--- config.mk ---
export PLATFORM = sky130hd
export DESIGN_NAME = branch_redirect_ctrl
export DESIGN_NICKNAME = d
export VERILOG_FILES = /design/src/rtl/branch_redirect_ctrl.sv
export SDC_FILE = /design/constraint.sdc
export NUM_CORES = 1
export LEC_CHECK = 0
export ABC_AREA = 1
export ABC_CLOCK_PERIOD_IN_PS = 4600
export CAP_MARGIN = 40
export CORE_UTILIZATION = 45
export CTS_BUF_LIST = sky130_fd_sc_hd__clkbuf_16
export DETAILED_ROUTE_END_ITERATION = 6
export PLACE_DENSITY = 0.82
export SETUP_SLACK_MARGIN = 0.05
export SYNTH_ARGS = -nofsm -noshare
export SYNTH_HDL_FRONTEND = slang
export SYNTH_SLANG_ARGS = --single-unit
--- constraint.sdc ---
create_clock -name clk -period 4.6 [get_ports clk]
set_input_delay 0.69 -clock clk [delete_from_list [all_inputs] [get_ports clk]]
set_output_delay 0.69 -clock clk [all_outputs]
set_load 0.02 [all_outputs]
--- src/rtl/branch_redirect_ctrl.sv ---
// branch_redirect_ctrl: sequences ID-stage branch redirects to fetch, tracks delay slots, keeps branch stats
// Ports:
//   clk, rst (sync, active-low)
//   id_valid, id_stall, branch_flag, branch_addr, next_inst_delayslot_flag : ID-stage resolver inputs
//   if_ready : fetch accepts the redirect; flush : exception/ERET flush, abandons branch state
//   redirect_valid, redirect_pc : redirect request to fetch (pc is zero when not valid)
//   stall_req : ID stall while a redirect is held; id_in_delayslot : ID instruction is a delay slot
//   branch_cnt, taken_cnt : saturating counts of accepted control-flow / taken instructions
module branch_redirect_ctrl #(
    parameter int ADDR_W = 32,
    parameter int CNT_W  = 16
) (
    input  logic              clk,
    input  logic              rst,
    input  logic              id_valid,
    input  logic              id_stall,
    input  logic              branch_flag,
    input  logic [ADDR_W-1:0] branch_addr,
    input  logic              next_inst_delayslot_flag,
    input  logic              if_ready,
    input  logic              flush,
    output logic              redirect_valid,
    output logic [ADDR_W-1:0] redirect_pc,
    output logic              stall_req,
    output logic              id_in_delayslot,
    output logic [CNT_W-1:0]  branch_cnt,
    output logic [CNT_W-1:0]  taken_cnt
);
    typedef enum logic {IDLE, HOLD} state_t;
    localparam logic [CNT_W-1:0] CNT_MAX = '1;
    state_t            state, state_nx;
    logic [ADDR_W-1:0] held_pc;
    logic              live, accept, park;
    // live masks every request during reset and during the flush cycle
    always_comb begin
        live           = rst & ~flush;
        stall_req      = live & (state == HOLD);
        accept         = live & id_valid & ~id_stall & ~stall_req;
        park           = accept & branch_flag & ~if_ready;
        redirect_valid = (state == HOLD) ? live : accept & branch_flag;
        redirect_pc    = !redirect_valid ? '0 : (state == HOLD) ? held_pc : branch_addr;
        state_nx       = flush ? IDLE : (state == HOLD) ? (if_ready ? IDLE : HOLD) : (park ? HOLD : IDLE);
    end
    always_ff @(posedge clk) begin
        if (!rst) begin
            state           <= IDLE;
            held_pc         <= '0;
            id_in_delayslot <= 1'b0;
            branch_cnt      <= '0;
            taken_cnt       <= '0;
        end else begin
            state <= state_nx;
            if (park)
                held_pc <= branch_addr;
            if (flush)
                id_in_delayslot <= 1'b0;
            else if (accept)
                id_in_delayslot <= next_inst_delayslot_flag;
            if (accept && next_inst_delayslot_flag && branch_cnt != CNT_MAX)
                branch_cnt <= branch_cnt + 1'b1;
            if (accept && branch_flag && taken_cnt != CNT_MAX)
                taken_cnt <= taken_cnt + 1'b1;
        end
    end
endmodule

; ---- Yosys cells after proc, flatten, opt, wreduce, memory -nomap -nowiden
; Cells that the tools add are included.
[op_classes]
n_addsub = 2
eq_ne = 2
n_bitwise = 12
mux = 6
n_reduce_logical = 5
[op_table]
columns = cell, count
row1 = two-way mux 32 bit, 2
row2 = adder 16 x 1 -> 16 bit (second input constant), 2
row3 = != test 16 bit (second input constant), 2
row4 = bitwise AND 1 bit, 7
row5 = NOT 1 bit, 5
row6 = logical AND 1 bit, 4
row7 = two-way mux 1 bit, 4
row8 = OR reduction 2 bit, 1
[word_totals]
word_cells = 32
in_bits = 40
out_inout_bits = 67
ff_bits = 66

; ---- Logic depth before layout (Yosys ltp)
; Gate-level depths: netlist of run 1.
[depth]
ltp_word = 9
mapped_depth = 10
depth_no_buf = 10

; ---- Worst setup path before layout of run 1
; Ideal clock, no wire load.
[synth_path]
path_type = input to output
startpoint = input flush
endpoint = output redirect_pc[23]
arrival_ns = 1.924
path_slack_ns = 1.986
path_stages = 6
n_path_buf = 1
t_required_ns = 3.910
path_cell_list = inv_1 nand2_1 nor2_1 nor2_4 buf_6 a21oi_1
[synth_via]
elab_chain_cells = 8
word_cells_on_any_way = 10
classes_between = 2 x mux / 8 x bitwise
[synth_rtl]
columns = item, line
row1 = "start, declared", 21  ; input logic flush,
row2 = NOT 1 bit, 36  ; live = rst & ~flush;
row3 = bitwise AND 1 bit, 36
row4 = bitwise AND 1 bit, 37  ; stall_req = live & (state == HOLD);
row5 = net stall_req, 24  ; output logic stall_req,
row6 = NOT 1 bit, 38  ; accept = live & id_valid & ~id_stall & ~stall_req;
row7 = bitwise AND 1 bit, 38
row8 = bitwise AND 1 bit, 40  ; redirect_valid = (state == HOLD) ? live : accept & branch_flag;
row9 = two-way mux 1 bit, 40
row10 = two-way mux 32 bit, 41  ; redirect_pc = !redirect_valid ? '0 : (state == HOLD) ? held_pc : branch_addr;
row11 = "end, declared", 23  ; output logic [ADDR_W-1:0] redirect_pc,
; The timed path passes the listed nets, and every way through them passes these cells.

; ---- Final worst setup path of run 1
[layout_path]
startpoint = input flush
endpoint = output redirect_pc[29]
[layout_via]
elab_chain_cells = 8
word_cells_on_any_way = 10
classes_between = 2 x mux / 8 x bitwise
[layout_rtl]
columns = item, line
row1 = NOT 1 bit (*), 36
row2 = bitwise AND 1 bit (*), 36
row3 = "bitwise AND 1 bit, on equally long branches", "38, 37"
row4 = bitwise AND 1 bit / NOT 1 bit (equally long branches), 38
row5 = bitwise AND 1 bit, 38
row6 = bitwise AND 1 bit, 40
row7 = two-way mux 1 bit (*), 40
row8 = two-way mux 32 bit (*), 41
; Every way passes the cells marked *; elsewhere a longest branch is shown, timed or not.

==> reports/metrics.yaml, run 1 <==
status: "finished clean"
wl_per_cell_um: 12.7
yosysWarnings: 0
cp_max_fo: 35
most-common-layout-cells: "nand2_1, clkdlybuf4s50_1, a21oi_1"
drt_iter0_drc: 161
min_period_over_period_pct: 80.6
hold_buffers: 0
synth_seq_cells: 66
preCtsSetupSlack_ns: 0.874
drc_errors: 0
synth.avg_cell_area_um2: 6.53
synthTopCellsByArea: "dfxtp_1, nand2_1, a21oi_1"
crit_required_ns: 3.91
io_pins: 107
cts_setup_buffers: 0
fin_crit_ns: 3.71
cts_root_buffer: "clkbuf_16"
path_cells: "clkdlybuf4s50_1 > inv_1 > nand2_1 > nor2_4 > nand2_4 > inv_6 > nor2_4 > a21oi_1 > clkdlybuf4s50_1"
synth_top_area_share_pct: 36.3
cts_resized: 0
coreArea_mm2: 0.00777
cts_buffer_depth: 2
syn_area_mm2: 0.00364
drive_gt1_share_pct: 5.51
end_kind: "output port"
via_count: 3899
htreeDepth: 3
worst_setup_path_start_kind: "primary input"
tightest_slew_ns: 0.769
leakagePower_nw: 1.85
drtPass1Iterations: 4
setup_ws_ns: 0.891
synth_top_cell_by_area: "dfxtp_1"
slowest_delay_ns: 0.61
ys_seq_area_share_pct: 36.3
relSlewSlack_pct: 48.6
hold_viol_final: 0
port_buffers: 106
start_util_pct: 46.8
cts.sinks: 66
power_density_mw_per_mm2: 270
drv_slew: 0
instances_no_fill: 755
placedCellCount: 741
clk_pin_slew_ns: 0.05
synth_fp_nets: 599
timing.critical_path.arrival_ns: 3.02
hp-class: "register to register"
crit_family: "buffers and inverters"
grt_start_max_net_pins: 38
synthCells: 557
dieArea_mm2: 0.00845
die_h_um: 91.9
wl_um: 9580
ir_worst_vdd_mv: 0.217
cts_tree: "yes"
overflow: 0
final-setup-viol-count: 0
grt_pass1_wl_um: 15900
cts_buffers: 9
critPathSlowestCell: "nor2_4"
final_common_cell: "nand2_1"
grt_setup_unrepaired: "false"
worstSetupPathType: "primary input to output port"
fp-row-count: 32
grt_pass1_vias: 3519
n_antenna_cell: 0
grtUsageTotal_pct: 23.3
clock_skew_ns: 0.00510
synth_cell_types: 27
place_hpwl_um: 6400
ant_nets: 0
vias_per_cell: 5.16
area_delta_synth_final_pct: 36.3
clk_latency_ns: 0.32
chipWidth_um: 91.9
timing.fmax_mhz: 270
nNetsFinal: 692
path_buf_inv: 4
tns_ns: 0
gp_congestion: 0.890
maxCapViolCount: 0
antenna_found_initial: 0
## metal layers
layer  global-route usage [%]  share of wire [%]  routed length, um
met1                     29.7                 45               4330
met4                     11.6                2.5                244
met5                        0                  0                  0
met2                     38.0                 44               4250
met3                     3.90                7.9                758
## kinds of logic after synthesis
group / after synthesis / share of synthesized area [%]
compound gates: 98 / 13.6
xor+xnor: 13 / 3.13
fa+ha+maj: 2 / 0.688
buf+inv: 61 / 8.53
flops: 66 / 36.3
simple gates: 317 / 37.7
## path summary, 6_finish.rpt
check	startpoint	endpoint	slack, ns	cells after the start
setup / recovery	flush	redirect_pc[29]	0.89	9
setup reg to reg	state	held_pc[12]	2.58	8
hold reg to reg	held_pc[9]	held_pc[9]	0.46	2
hold / removal	held_pc[9]	held_pc[9]	0.46	2
## synth_stat cells
cell and instances:
nor3_4 1, inv_1 30, inv_6 2, buf_2 3
nand3_4 1, buf_1 1, nor2_1 74, nand2_1 168
xnor2_1 10, a21oi_1 76, o21ai_0 21, ha_1 2
nand4_1 6, xor2_1 3, a21oi_2 1, nand3_1 50
nand2_2 4, and2_1 1, or2_2 2, dfxtp_1 66
nor2_4 5, nor2_2 2, nand3b_1 1, inv_2 2
buf_6 9, clkbuf_1 14, nand2_4 2
## registers in the layout (all words and copies together), names as in the netlist
signal,count
branch_cnt,16
held_pc,32
id_in_delayslot,1
state,1
taken_cnt,16
## power by group
part           switching, mW  total, mW  internal [mW]
combinational         0.0590      0.116         0.0572
sequential           0.00675      0.585          0.579
clock                  0.228      0.635          0.407
total                  0.294       1.34           1.04
## worst min-delay path, stage by stage (launching register included)
cell,delay (ns)
dfxtp_1,0.30
nand2_1,0.06
a21oi_1,0.05
## metrics by stage
stage	power, mW	utilization, %	hold WS (ns)	area [um^2]
2_1_floorplan	0.651	-	0.440	3640
3_3_place_gp	0.709	60.1	0.449	4670
3_5_place_dp	0.712	60.3	0.453	4680
4_1_cts	1.35	63.8	0.461	4960
5_1_grt	1.38	63.8	0.476	4960
6_report	1.34	63.8	0.462	4960
## layout make-up
type	count	area, um^2
clock buffers	9	225
clock inverters	5	48.8
fillers	692	2810
inverters	34	138
multi-input cells	430	2010
flip-flops and latches	66	1320
well taps	102	128
repair buffers	109	1090
Power figures use the tool's default switching activity.
==> inputs of run 2 (changes only) <==
--- a/config.mk
+++ b/config.mk
@@ -6,9 +6,9 @@
 export NUM_CORES = 1
 export LEC_CHECK = 0
 export ABC_AREA = 1
-export ABC_CLOCK_PERIOD_IN_PS = 4600
+export ABC_CLOCK_PERIOD_IN_PS = 3100
 export CAP_MARGIN = 40
-export CORE_UTILIZATION = 45
+export CORE_UTILIZATION = 43
 export CTS_BUF_LIST = sky130_fd_sc_hd__clkbuf_16
 export DETAILED_ROUTE_END_ITERATION = 6
 export PLACE_DENSITY = 0.82
==> constraint.sdc (replaced) <==
create_clock -name clk -period 3.1 [get_ports clk]
set_input_delay 0.465 -clock clk [delete_from_list [all_inputs] [get_ports clk]]
set_output_delay 0.465 -clock clk [all_outputs]
set_load 0.02 [all_outputs]
==> reports/metrics.yaml, run 2 (synthesis results as in run 1) <==
status: "finished clean"
largestRegisters: "held_pc (32), branch_cnt (16), taken_cnt (16)"
maxCapViolCount: 0  # unchanged
r2r-start: "state"
coreArea_mm2: 0.00822  # +5.8%
wl_um: 9700  # +1.3%
rr_worst_depth: 9  # +1
r2r_slack_ns: 0.86  # -1.72 ns
cts.sinks: 66  # unchanged
grtUsageTotal_pct: 22.5  # -0.84 points
fin_crit_ns: 2.96
vias_per_cell: 5.22  # +0.99%
largest_register_ffs: 32  # unchanged
relSlewSlack_pct: 57.9  # +9.3 points
cts_root_buffer: "clkbuf_16"
final_common_cell: "nand2_1"
fp-row-count: 33  # +3.1%
end_kind: "output port"
grt_pass1_vias: 3557  # +1.1%
leakagePower_nw: 1.89  # +2.0%
most-common-layout-cells: "nand2_1, clkdlybuf4s50_1, a21oi_1"
n_antenna_cell: 0  # unchanged
cts_buffer_depth: 2  # unchanged
clock_skew_ns: 0.00706  # +0.00197 ns
drt_iter0_drc: 194  # +20%
tns_ns: 0  # unchanged
gp_congestion: 0.862  # -3.1%
drc_errors: 0  # unchanged
via_count: 3974  # +1.9%
clk_pin_slew_ns: 0.05  # about the same
critPathSlowestCell: "clkdlybuf4s50_1"
hp-class: "register to register"
power_density_mw_per_mm2: 436  # +62%
holdPathStages: 2  # unchanged
grt_setup_unrepaired: "false"
hold_buffers: 0  # unchanged
hold_path.startpoint: "held_pc[5]"
chipWidth_um: 94.0  # +2.2%
final-setup-viol-count: 0  # unchanged
path_cells: "clkdlybuf4s50_1 > nand2_1 > nor2_4 > nand2_4 > inv_6 > nor2_4 > buf_12 > a21oi_1 > clkdlybuf4s50_1"
dieArea_mm2: 0.00883  # +4.5%
grt_pass1_wl_um: 15900  # about the same
power_mw: 2.20  # +65%
cts_tree: "yes"
cts_setup_buffers: 0  # unchanged
fillers: 747  # +7.9%
min_period_over_period_pct: 95.4
crit_start: "rst"
drive_gt1_share_pct: 6.54  # +1.0 points
worstSetupPathType: "primary input to output port"
path_buf_inv: 4  # unchanged
timing.fmax_mhz: 338
antenna_found_initial: 0  # unchanged
tightest_slew_ns: 0.630  # -0.139 ns
start_util_pct: 44.3  # -2.6 points
ir_worst_vdd_mv: 0.354  # +63%
ant_nets: 0  # unchanged
io_pins: 107  # unchanged
area_delta_synth_final_pct: 38.8
holdPathEnd: "held_pc[5]"
htreeDepth: 3  # unchanged
cts_buffers: 9  # unchanged
grt_start_max_net_pins: 38  # unchanged
drtPass1Iterations: 4  # unchanged
wl_per_cell_um: 12.7  # +0.34%
slowest_delay_ns: 0.64  # +0.03 ns
place_hpwl_um: 6690  # +4.6%
rr_endpoint: "held_pc[14]"
cts_resized: 0  # unchanged
crit_required_ns: 2.63  # -1.28 ns
overflow: 0  # unchanged
timing.critical_path.arrival_ns: 2.49  # -0.53 ns
die_h_um: 94.0  # +2.2%
crit_family: "buffers and inverters"
cp.depth: 9  # unchanged
worst_setup_path_start_kind: "primary input"
hold_viol_final: 0  # unchanged
cp_max_fo: 34  # -2.9%
nNetsFinal: 694  # +0.29%
clk_latency_ns: 0.33  # about the same
holdWs_ns: 0.461  # -0.000291 ns
drv_slew: 0  # unchanged
port_buffers: 106  # unchanged
top_register: "held_pc"
## run 2: changes by cell type in the layout (fill, tap and decap cells not counted)
cell	change
buf_4	+2
bufinv_16	+2
clkinv_1	-2
clkinvlp_4	+2
buf_12	+1
buf_8	-1
clkinv_2	+1
inv_1	-1
## run 2: how the worst max path moves through the flow
stage | slack (ns) | end
final | 0.14 | redirect_pc[25]
after global routing | 0.07 | redirect_pc[13]
after CTS | 0.16 | redirect_pc[25]
after detailed placement | 0.17 | redirect_pc[25]
after global placement | 0.17 | redirect_pc[25]
after floorplan | 0.94 | redirect_pc[23]
## run 2: tightest hold or removal path, cell delays in order (launching register included)
cell and delay [ns]:
dfxtp_1 0.31, nand2_1 0.06, a21oi_1 0.05
## run 2: through the flow
stage | instances | setup WS (ns) | instance area (um^2) | utilization [%]
global route | 762 | 0.0673 | 5050 | 61.5
floorplan | 557 | 0.936 | 3640 | -
finish | 762 | 0.143 | 5050 | 61.5
detailed placement | 746 | 0.170 | 4710 | 57.3
global placement | 746 | 0.174 | 4710 | 57.3
CTS | 762 | 0.164 | 5050 | 61.5
## run 2: routing by layer
layer / vias to the layer above / global-route usage (%) / wire (um)
li1: 1990 / - / -
met1: 1821 / 28.8 / 4390
met2: 146 / 36.9 / 4410
met3: 17 / 4.69 / 756
met4: 0 / 8.59 / 146
met5: - / 0 / 0
## run 2: layout make-up
cell class                      count  area, um^2  area share [%]
Sequential cell                    66        1320            26.2
Multi-Input combinational cell    430        2010            39.7
Clock inverter                      7         118            2.33
Inverter                           34         138            2.73
Tap cell                          105         131            2.60
Clock buffer                        9         225            4.46
Timing Repair Buffer              111        1110            22.0
## run 2: report_power, final
| group | internal (mW) | switching (mW) | total (mW) |
|---|---|---|---|
| clock network | 0.783 | 0.376 | 1.16 |
| logic | 0.0851 | 0.0886 | 0.174 |
| registers | 0.858 | 0.00984 | 0.868 |
| total | 1.73 | 0.474 | 2.20 |
